--- src/rtl/sync_burst_pkg.sv ---
// rtl/sync_burst_pkg.sv - shared state type and burst length helper for sync_burst_gen
package sync_burst_pkg;

    typedef enum logic [1:0] {
        IDLE  = 2'd0,
        DELAY = 2'd1,
        BURST = 2'd2
    } sync_state_t;

    function automatic int burst_len(input int num_ch, input int stagger, input int pulse_len);
        return (num_ch - 1) * stagger + pulse_len;
    endfunction

endpackage

--- src/rtl/sync_down_counter.sv ---
// rtl/sync_down_counter.sv - loadable down counter that parks at zero
module sync_down_counter #(
    parameter int               CNT_W       = 20,
    parameter logic [CNT_W-1:0] RESET_VALUE = '0
) (
    input  logic             clk,
    input  logic             reset,
    input  logic             load,
    input  logic [CNT_W-1:0] load_value,
    input  logic             dec,
    output logic             zero
);

    logic [CNT_W-1:0] count;

    always_ff @(posedge clk) begin
        if (reset) begin
            count <= RESET_VALUE;
        end else if (load) begin
            count <= load_value;
        end else if (dec && (count != '0)) begin
            count <= count - CNT_W'(1);
        end
    end

    assign zero = (count == '0);

endmodule

--- src/rtl/sync_burst_gen.sv ---
// rtl/sync_burst_gen.sv - delayed, staggered multi-channel sync pulse burst generator
module sync_burst_gen
    import sync_burst_pkg::*;
#(
    parameter int              CNT_W      = 20,
    parameter int              NUM_CH     = 4,
    parameter int              PULSE_LEN  = 1,
    parameter int              STAGGER    = 0,
    parameter bit              AUTO_START = 1'b1,
    parameter longint unsigned INIT_DELAY = 20'hFFFFD
) (
    input  logic              clk,
    input  logic              reset,
    input  logic              start,
    input  logic              abort,
    input  logic              periodic,
    input  logic [CNT_W-1:0]  delay,
    input  logic [CNT_W-1:0]  period,
    output logic [NUM_CH-1:0] sync,
    output logic              done,
    output logic              busy
);

    localparam int               BURST_LEN  = burst_len(NUM_CH, STAGGER, PULSE_LEN);
    localparam int               PH_W       = $clog2(BURST_LEN + 1);
    localparam logic [PH_W-1:0]  LAST_PHASE = PH_W'(BURST_LEN - 1);
    localparam logic [CNT_W-1:0] CNT_RESET  = AUTO_START ? CNT_W'(INIT_DELAY) : '0;

    if (NUM_CH < 1) begin : g_chk_num_ch
        $error("sync_burst_gen: NUM_CH must be at least 1");
    end
    if (PULSE_LEN < 1) begin : g_chk_pulse_len
        $error("sync_burst_gen: PULSE_LEN must be at least 1");
    end
    if (STAGGER < 0) begin : g_chk_stagger
        $error("sync_burst_gen: STAGGER must not be negative");
    end
    if ((CNT_W < 64) && (INIT_DELAY >= (64'd1 << CNT_W))) begin : g_chk_init_delay
        $error("sync_burst_gen: INIT_DELAY does not fit in CNT_W bits");
    end

    sync_state_t       state;
    sync_state_t       state_next;
    logic [PH_W-1:0]   phase;
    logic [PH_W-1:0]   phase_next;
    int                phase_i;
    logic [NUM_CH-1:0] sync_next;
    logic              done_next;
    logic              cnt_load;
    logic              cnt_dec;
    logic              cnt_zero;
    logic [CNT_W-1:0]  cnt_load_value;

    sync_down_counter #(
        .CNT_W       (CNT_W),
        .RESET_VALUE (CNT_RESET)
    ) u_cnt (
        .clk        (clk),
        .reset      (reset),
        .load       (cnt_load),
        .load_value (cnt_load_value),
        .dec        (cnt_dec),
        .zero       (cnt_zero)
    );

    always_ff @(posedge clk) begin
        if (reset) begin
            state <= AUTO_START ? DELAY : IDLE;
        end else begin
            state <= state_next;
        end
    end

    always_comb begin
        state_next = state;
        if (abort) begin
            state_next = IDLE;
        end else begin
            case (state)
                IDLE:    if (start) state_next = DELAY;
                DELAY:   if (cnt_zero) state_next = BURST;
                BURST:   if (phase == LAST_PHASE) state_next = periodic ? DELAY : IDLE;
                default: state_next = IDLE;
            endcase
        end
    end

    assign phase_i = int'(phase);

    // Abort suppresses every load and output so the next edge lands cleanly in IDLE.
    always_comb begin
        cnt_load       = 1'b0;
        cnt_load_value = delay;
        cnt_dec        = 1'b0;
        phase_next     = '0;
        sync_next      = '0;
        done_next      = 1'b0;
        if (!abort) begin
            case (state)
                IDLE:  cnt_load = start;
                DELAY: cnt_dec  = !cnt_zero;
                BURST: begin
                    for (int c = 0; c < NUM_CH; c++) begin
                        sync_next[c] = (phase_i >= c * STAGGER) &&
                                       (phase_i < c * STAGGER + PULSE_LEN);
                    end
                    if (phase == LAST_PHASE) begin
                        done_next      = !periodic;
                        cnt_load       = periodic;
                        cnt_load_value = period;
                    end else begin
                        phase_next = phase + PH_W'(1);
                    end
                end
                default: ;
            endcase
        end
    end

    always_ff @(posedge clk) begin
        if (reset) begin
            phase <= '0;
            sync  <= '0;
            done  <= 1'b0;
        end else begin
            phase <= phase_next;
            sync  <= sync_next;
            done  <= done_next;
        end
    end

    assign busy = (state != IDLE) | (|sync);

endmodule

--- config.mk ---
export PLATFORM = sky130hd
export DESIGN_NAME = sync_burst_gen
export DESIGN_NICKNAME = d
export VERILOG_FILES = /design/src/rtl/sync_burst_pkg.sv /design/src/rtl/sync_down_counter.sv /design/src/rtl/sync_burst_gen.sv
export SDC_FILE = /design/constraint.sdc
export NUM_CORES = 1
export LEC_CHECK = 0
export CAP_MARGIN = 10
export CORE_MARGIN = 10
export CORE_UTILIZATION = 50
export DETAILED_ROUTE_END_ITERATION = 8
export GPL_TIMING_DRIVEN = 0
export HOLD_SLACK_MARGIN = 0.02
export PLACE_DENSITY = 0.86
export SETUP_SLACK_MARGIN = 0.5
export SLEW_MARGIN = 25
export SYNTH_ARGS = -nofsm -noshare
export SYNTH_HDL_FRONTEND = slang
export SYNTH_SLANG_ARGS = --single-unit
--- constraint.sdc ---
create_clock -name clk -period 6.1 [get_ports clk]
set_input_delay 1.83 -clock clk [delete_from_list [all_inputs] [get_ports clk]]
set_output_delay 1.83 -clock clk [all_outputs]
set_load 0.02 [all_outputs]
# Yosys cells after proc, flatten, opt, wreduce, memory -nomap -nowiden

Index checks and enable logic that the tools add are counted.

Add/subtract/negate cells: 2
Order comparisons: 2
Equal/unequal tests: 8
Mux-type cells: 16
Bitwise logic cells: 3
Reduce and logical (&&, ||, !) cells: 16

Operator list:

| operator                                                              | count |
|---|---|
| 20-bit two-way mux                                                    | 5 |
| 20-bit logical NOT                                                    | 1 |
| 20-bit nonzero test                                                   | 1 |
| 20-bit by 1-bit subtractor with 20-bit output (second input constant) | 1 |
| 4-bit OR reduction                                                    | 3 |
| 3-bit inequality test (second input constant)                         | 3 |
| 1-bit two-way mux                                                     | 6 |
| 2-bit two-way mux                                                     | 3 |
| 2-bit inequality test (second input constant)                         | 3 |
| 2-bit case mux with 3 select lines                                    | 1 |
| 3-bit AND reduction                                                   | 2 |
| 2-bit nonzero test                                                    | 2 |
| 3-bit OR reduction                                                    | 1 |
| 2-bit by 1-bit == test with 1-bit output (second input constant)      | 1 |
| 2-bit == test (second input constant)                                 | 1 |
| 1-bit logical AND                                                     | 2 |
| 1-bit logical NOT                                                     | 2 |
| 2-bit logical NOT                                                     | 1 |
| 1-bit inverter                                                        | 2 |
| 1-bit case mux with 2 select lines                                    | 1 |
| 2-bit OR reduction                                                    | 1 |
| 1-bit adder (second input constant)                                   | 1 |
| 1-bit greater-or-equal comparator (second input constant)             | 1 |
| 1-bit less-than comparator (second input constant)                    | 1 |
| 1-bit OR                                                              | 1 |

Flip-flop bits (word level): 25
Input bits: 45
Output and inout bits: 6
Logic and storage cells: 53

# Depth between registers and ports, before layout

Word-level depth: 7
Gate-level depth with buffers: 8
Depth with buffers taken out: 7

# Cells and area by module

Synthesis repeated with hierarchy kept, for this count alone.

Cell total of the unflattened synthesis: 191
Area total of the unflattened synthesis: 1,794.2 um2

By module, submodules not included:

| module            | times used | cells an instance | area an instance (um2) | seq. area each (um2) |
|---|---|---|---|---|
| sync_down_counter | 1          | 148               | 1,317.5                | 400.4 |
| sync_burst_gen    | 1          | 43                | 476.7                  | 100.1 |

# Least setup slack after synthesis

No wires, ideal clock.

Path type: input to register
Start: in abort
End: reg u_cnt.count[9]
Setup time: 0.095 ns
Data arrival time: 3.321 ns
Required time: 6.005 ns
Setup slack: 2.684 ns
Cell stages on the path: 5
Path buffers: 0
Path through: or3b_2 or4_4 a2111oi_4 nor4_1 a221oi_1

Longest elaborated chain between the ends: 3
Elaborated cells between the ends (all ways): 6
Classes of those cells: mux (4); reduce/logical (2)

Ends and longest elaborated chain:

| item                                | RTL line                | RTL |
|---|---|---|
| from (decl)                         | sync_burst_gen.sv:15    | `input logic abort,` |
| 1-bit two-way mux                   | sync_burst_gen.sv:98    | `if (!abort) begin` |
| 1-bit logical AND                   | sync_down_counter.sv:21 | `end else if (dec && (count != '0)) begin` |
| 2-bit nonzero test (no source line) | -                       |  |
| to (signal assigned)                | sync_down_counter.sv:20 | `count <= load_value;` |
| to (signal assigned)                | sync_down_counter.sv:22 | `count <= count - CNT_W'(1);` |
| to (decl)                           | sync_down_counter.sv:14 | `logic [CNT_W-1:0] count;` |

Parallel ways exist; a longest one is shown, timed or not.
A chain may end at the register's enable or synchronous reset.

# Worst setup path after layout

Start: in abort
End: reg u_cnt.count[15]

The elaborated chain is that of the path after synthesis.

==> run_results.csv <==
group,metric,value,unit
run,cap_violations,0,
sta,slew_violations,0,
synthesis,ys_async_sr_fraction,0,%
hold_path,hold_path.class,"reg2reg",
placed_design,numPortBuffers,50,
layout,fin_cells,300,
power,netSwitchingPower,0.0850,mW
clock_tree,post_cts_resized,0,
clock_tree,cts_tree,"built",
sta,period_minus_slack,3950,ps
synthesis,yosysMostFrequentCell,"nand2_1",
global_routing,antenna_found_initial,0,
sta,max_freq,253,MHz
synthesis,synthTopCellsByArea,"dfxtp_1, nand2_1, a211o_1, nor3_1, a32oi_1",
sta,slew_headroom,38.6,%
setup_path,crit_fanout,10,
placed_design,placed_cell_area,2230,um2
global_routing,grt.overflow.total,0,
global_routing,grt_pass1_wl,8740,um
power,power,0.319,mW
synthesis,ys_seq_area_share,30.0,%
sta,tightestPinTransition,913,ps
setup_path,cpMaxStageDelayCell,"or4b_2",
sta,hold_viol,0,
synthesis,synth_ff_type,"dfxtp_1",
sta,rsz0062_at_grt,"no",
synthesis,synth_cells,202,
detailed_routing,num_vias,1787,
outcome,status,"finished clean",
power,ir_drop,0.000138,V
global_routing,use_met3,4.49,%
global_routing,gr-usage-met2,28.8,%
setup_path,worstPathCellList,"clkdlybuf4s50_1 > or4b_2 > clkbuf_1 > buf_1 > nand2_1 > nand3_1 > a21o_1",
placed_design,placed_cells,296,
clock_tree,clock_latency,330,ps
clock_tree,cts_buffer_depth,2,
die,dieWidth,77.8,um
detailed_routing,drc,0,
global_routing,grt-busiest-layer,"met2",
layout,seq_area,500,um2
die,start_util,53.4,%
global_routing,grt_pass1_vias,1754,
detailed_routing,wl,5270,um
detailed_routing,ant_nets,0,
synthesis,synthesis.area,1670,um2
setup_path,worstSetupStartpointType,"primary input",
synthesis,yosys.cell_types.count,52,
sta,skew,4.28,ps
placed_design,hpwl,3900,um
clock_tree,cts_hold_buf,0,
power,p_per_area,141,nW/um2
setup_path,crit_family,"buffers and inverters",
power,internal_power,0.234,mW
layout,diodes,0,
clock_tree,clk_pin_slew,140,ps
detailed_routing,drt_iter0_drc,188,
die,boundaryPins,51,
synthesis,yosysTopAreaCell,"dfxtp_1",
setup_path,crit_type,"in2reg",
global_routing,track_usage,17.3,%
synthesis,synth_common_cells,"nand2_1, dfxtp_1, nor3_1",
setup_path,endpoint_kind,"flip-flop",
layout,multi_input_area,1090,um2
clock_tree,cts-root-buf,"clkbuf_4",
detailed_routing,viasPerCell,5.96,
clock_tree,cts_buffers,3,
setup_path,crit_required,6340,ps
layout,fillers,249,
sta,worst_hold_slack,569,ps
sta,setup_viol,0,
power,leakagePower,0.764,nW
power,comb_power_share,20.3,%
die,core,3130,um2
layout,design_area,2260,um2
detailed_routing,drtPass1Iterations,4,
setup_path,slowest_delay,720,ps
setup_path,critPathArrivalTime,4190,ps
synthesis,synth_top_area_share,30.0,%
global_routing,grt_util_met1,22.1,%
clock_tree,cts_max_level,1,
synthesis,ys_ff_latch,25,
global_routing,grt_max_degree,15,
die,rows,20,
power,sw_frac_of_total,26.6,%
layout,syn2layout_area_growth,35.3,%
synthesis,synth.avg_cell_area,8.26,um2
synthesis,syn-num-nets,249,
layout,layout.nets,304,
die,die-area,6050,um2
detailed_routing,wl_per_cell,17.6,um
die,fp.dieH,77.8,um
layout,drive_above_1_share,7.81,%
synthesis,ys_warn_count,0,
power,clkPwrFrac,24.0,%
placed_design,gp_congestion,0.891,
sta,period_share,64.8,%
clock_tree,cts_post_setup_buffers_inserted,0,
sta,tns,0,ps
power,seq_power_share,55.7,%
setup_path,critPathBufInv,3,
clock_tree,cts.sinks,25,
synthesis,synth_edf_count,0,
flip-flops by register name, indices dropped and copies added (netlist names):
name	cells
state	2
done	1
u_cnt.count	20
sync	1
phase	1
routing by layer:
metal	vias to the layer above	routed length [um]
met5	-	0
met4	0	31
met3	6	431
met2	81	2540
met1	819	2270
li1	881	-
power groups by stage:
stage | Sequential, mW | Clock [mW] | Combinational, mW
global route | 0.179 | 0.0814 | 0.0709
detailed placement | 0.181 | 0 | 0.0644
CTS | 0.178 | 0.0786 | 0.0648
global placement | 0.181 | 0 | 0.0632
floorplan | 0.179 | 0 | 0.0278
finish | 0.178 | 0.0765 | 0.0649
tightest hold or removal path: stages, from the launching register on:
cell and delay (ps):
dfxtp_1 370, nand2_1 70, a32oi_1 90
area by class of cell:
| cell class | instances | share of cell area [%] |
|---|---|---|
| timing repair buffer | 50 | 22.2 |
| clock inverter | 1 | 0.222 |
| buffer | 14 | 3.21 |
| inverter | 3 | 0.499 |
| sequential | 25 | 22.2 |
| tap | 44 | 2.44 |
| clock buffer | 3 | 0.997 |
| multi-input combinational | 160 | 48.3 |
cells by family (layout without fill, tap and decap cells):
kind of cell	Yosys count	count (layout)	synth area share, %
AND/OR/NAND/NOR	101	101	35.0
AO/OA/AOI/OAI	43	43	21.1
flip-flops	25	25	30.0
buffers and inverters	17	71	5.02
XOR/XNOR	9	9	4.72
multiplexers	4	4	2.40
adder cells (fa/ha/maj)	2	2	1.50
other	1	1	0.225
worst paths after layout:
path	startpoint	endpoint	slack, ps	cells after the start
worst min register to register	u_cnt.count[6]	u_cnt.count[6]	570	2
worst min-delay path	u_cnt.count[6]	u_cnt.count[6]	570	2
worst max register to register	state[0]	u_cnt.count[7]	3710	5
worst max-delay path	abort	u_cnt.count[15]	2150	7
metrics by stage:
step / utilization [%] / worst slack [ps]
after global routing: 72.2 / 2040
final: 72.2 / 2150
after global placement: 71.1 / 1630
after floorplan: - / 2680
after detailed placement: 71.3 / 1810
after CTS: 72.2 / 2160
cell usage in the layout, fill, tap and decap left out, types with 3 or more instances in the layout:
master           instances
nand3b_1                 3
a21oi_1                  5
a2111oi_0                4
clkbuf_1                 7
nand2_1                 28
xnor2_1                  5
dfxtp_1                 25
buf_4                    3
or3_1                    7
a211oi_1                 6
nor3_1                  12
nand3_1                  6
nor2_1                  10
nor4_1                   6
or4_4                    3
nand4_1                  3
clkbuf_4                 3
a32oi_1                  6
inv_1                    3
and2_1                   4
xor2_1                   4
a211o_1                  7
nor4b_1                  4
clkdlybuf4s50_1         50
mux2i_1                  4
No activity file was read; power rests on OpenSTA's default activity.
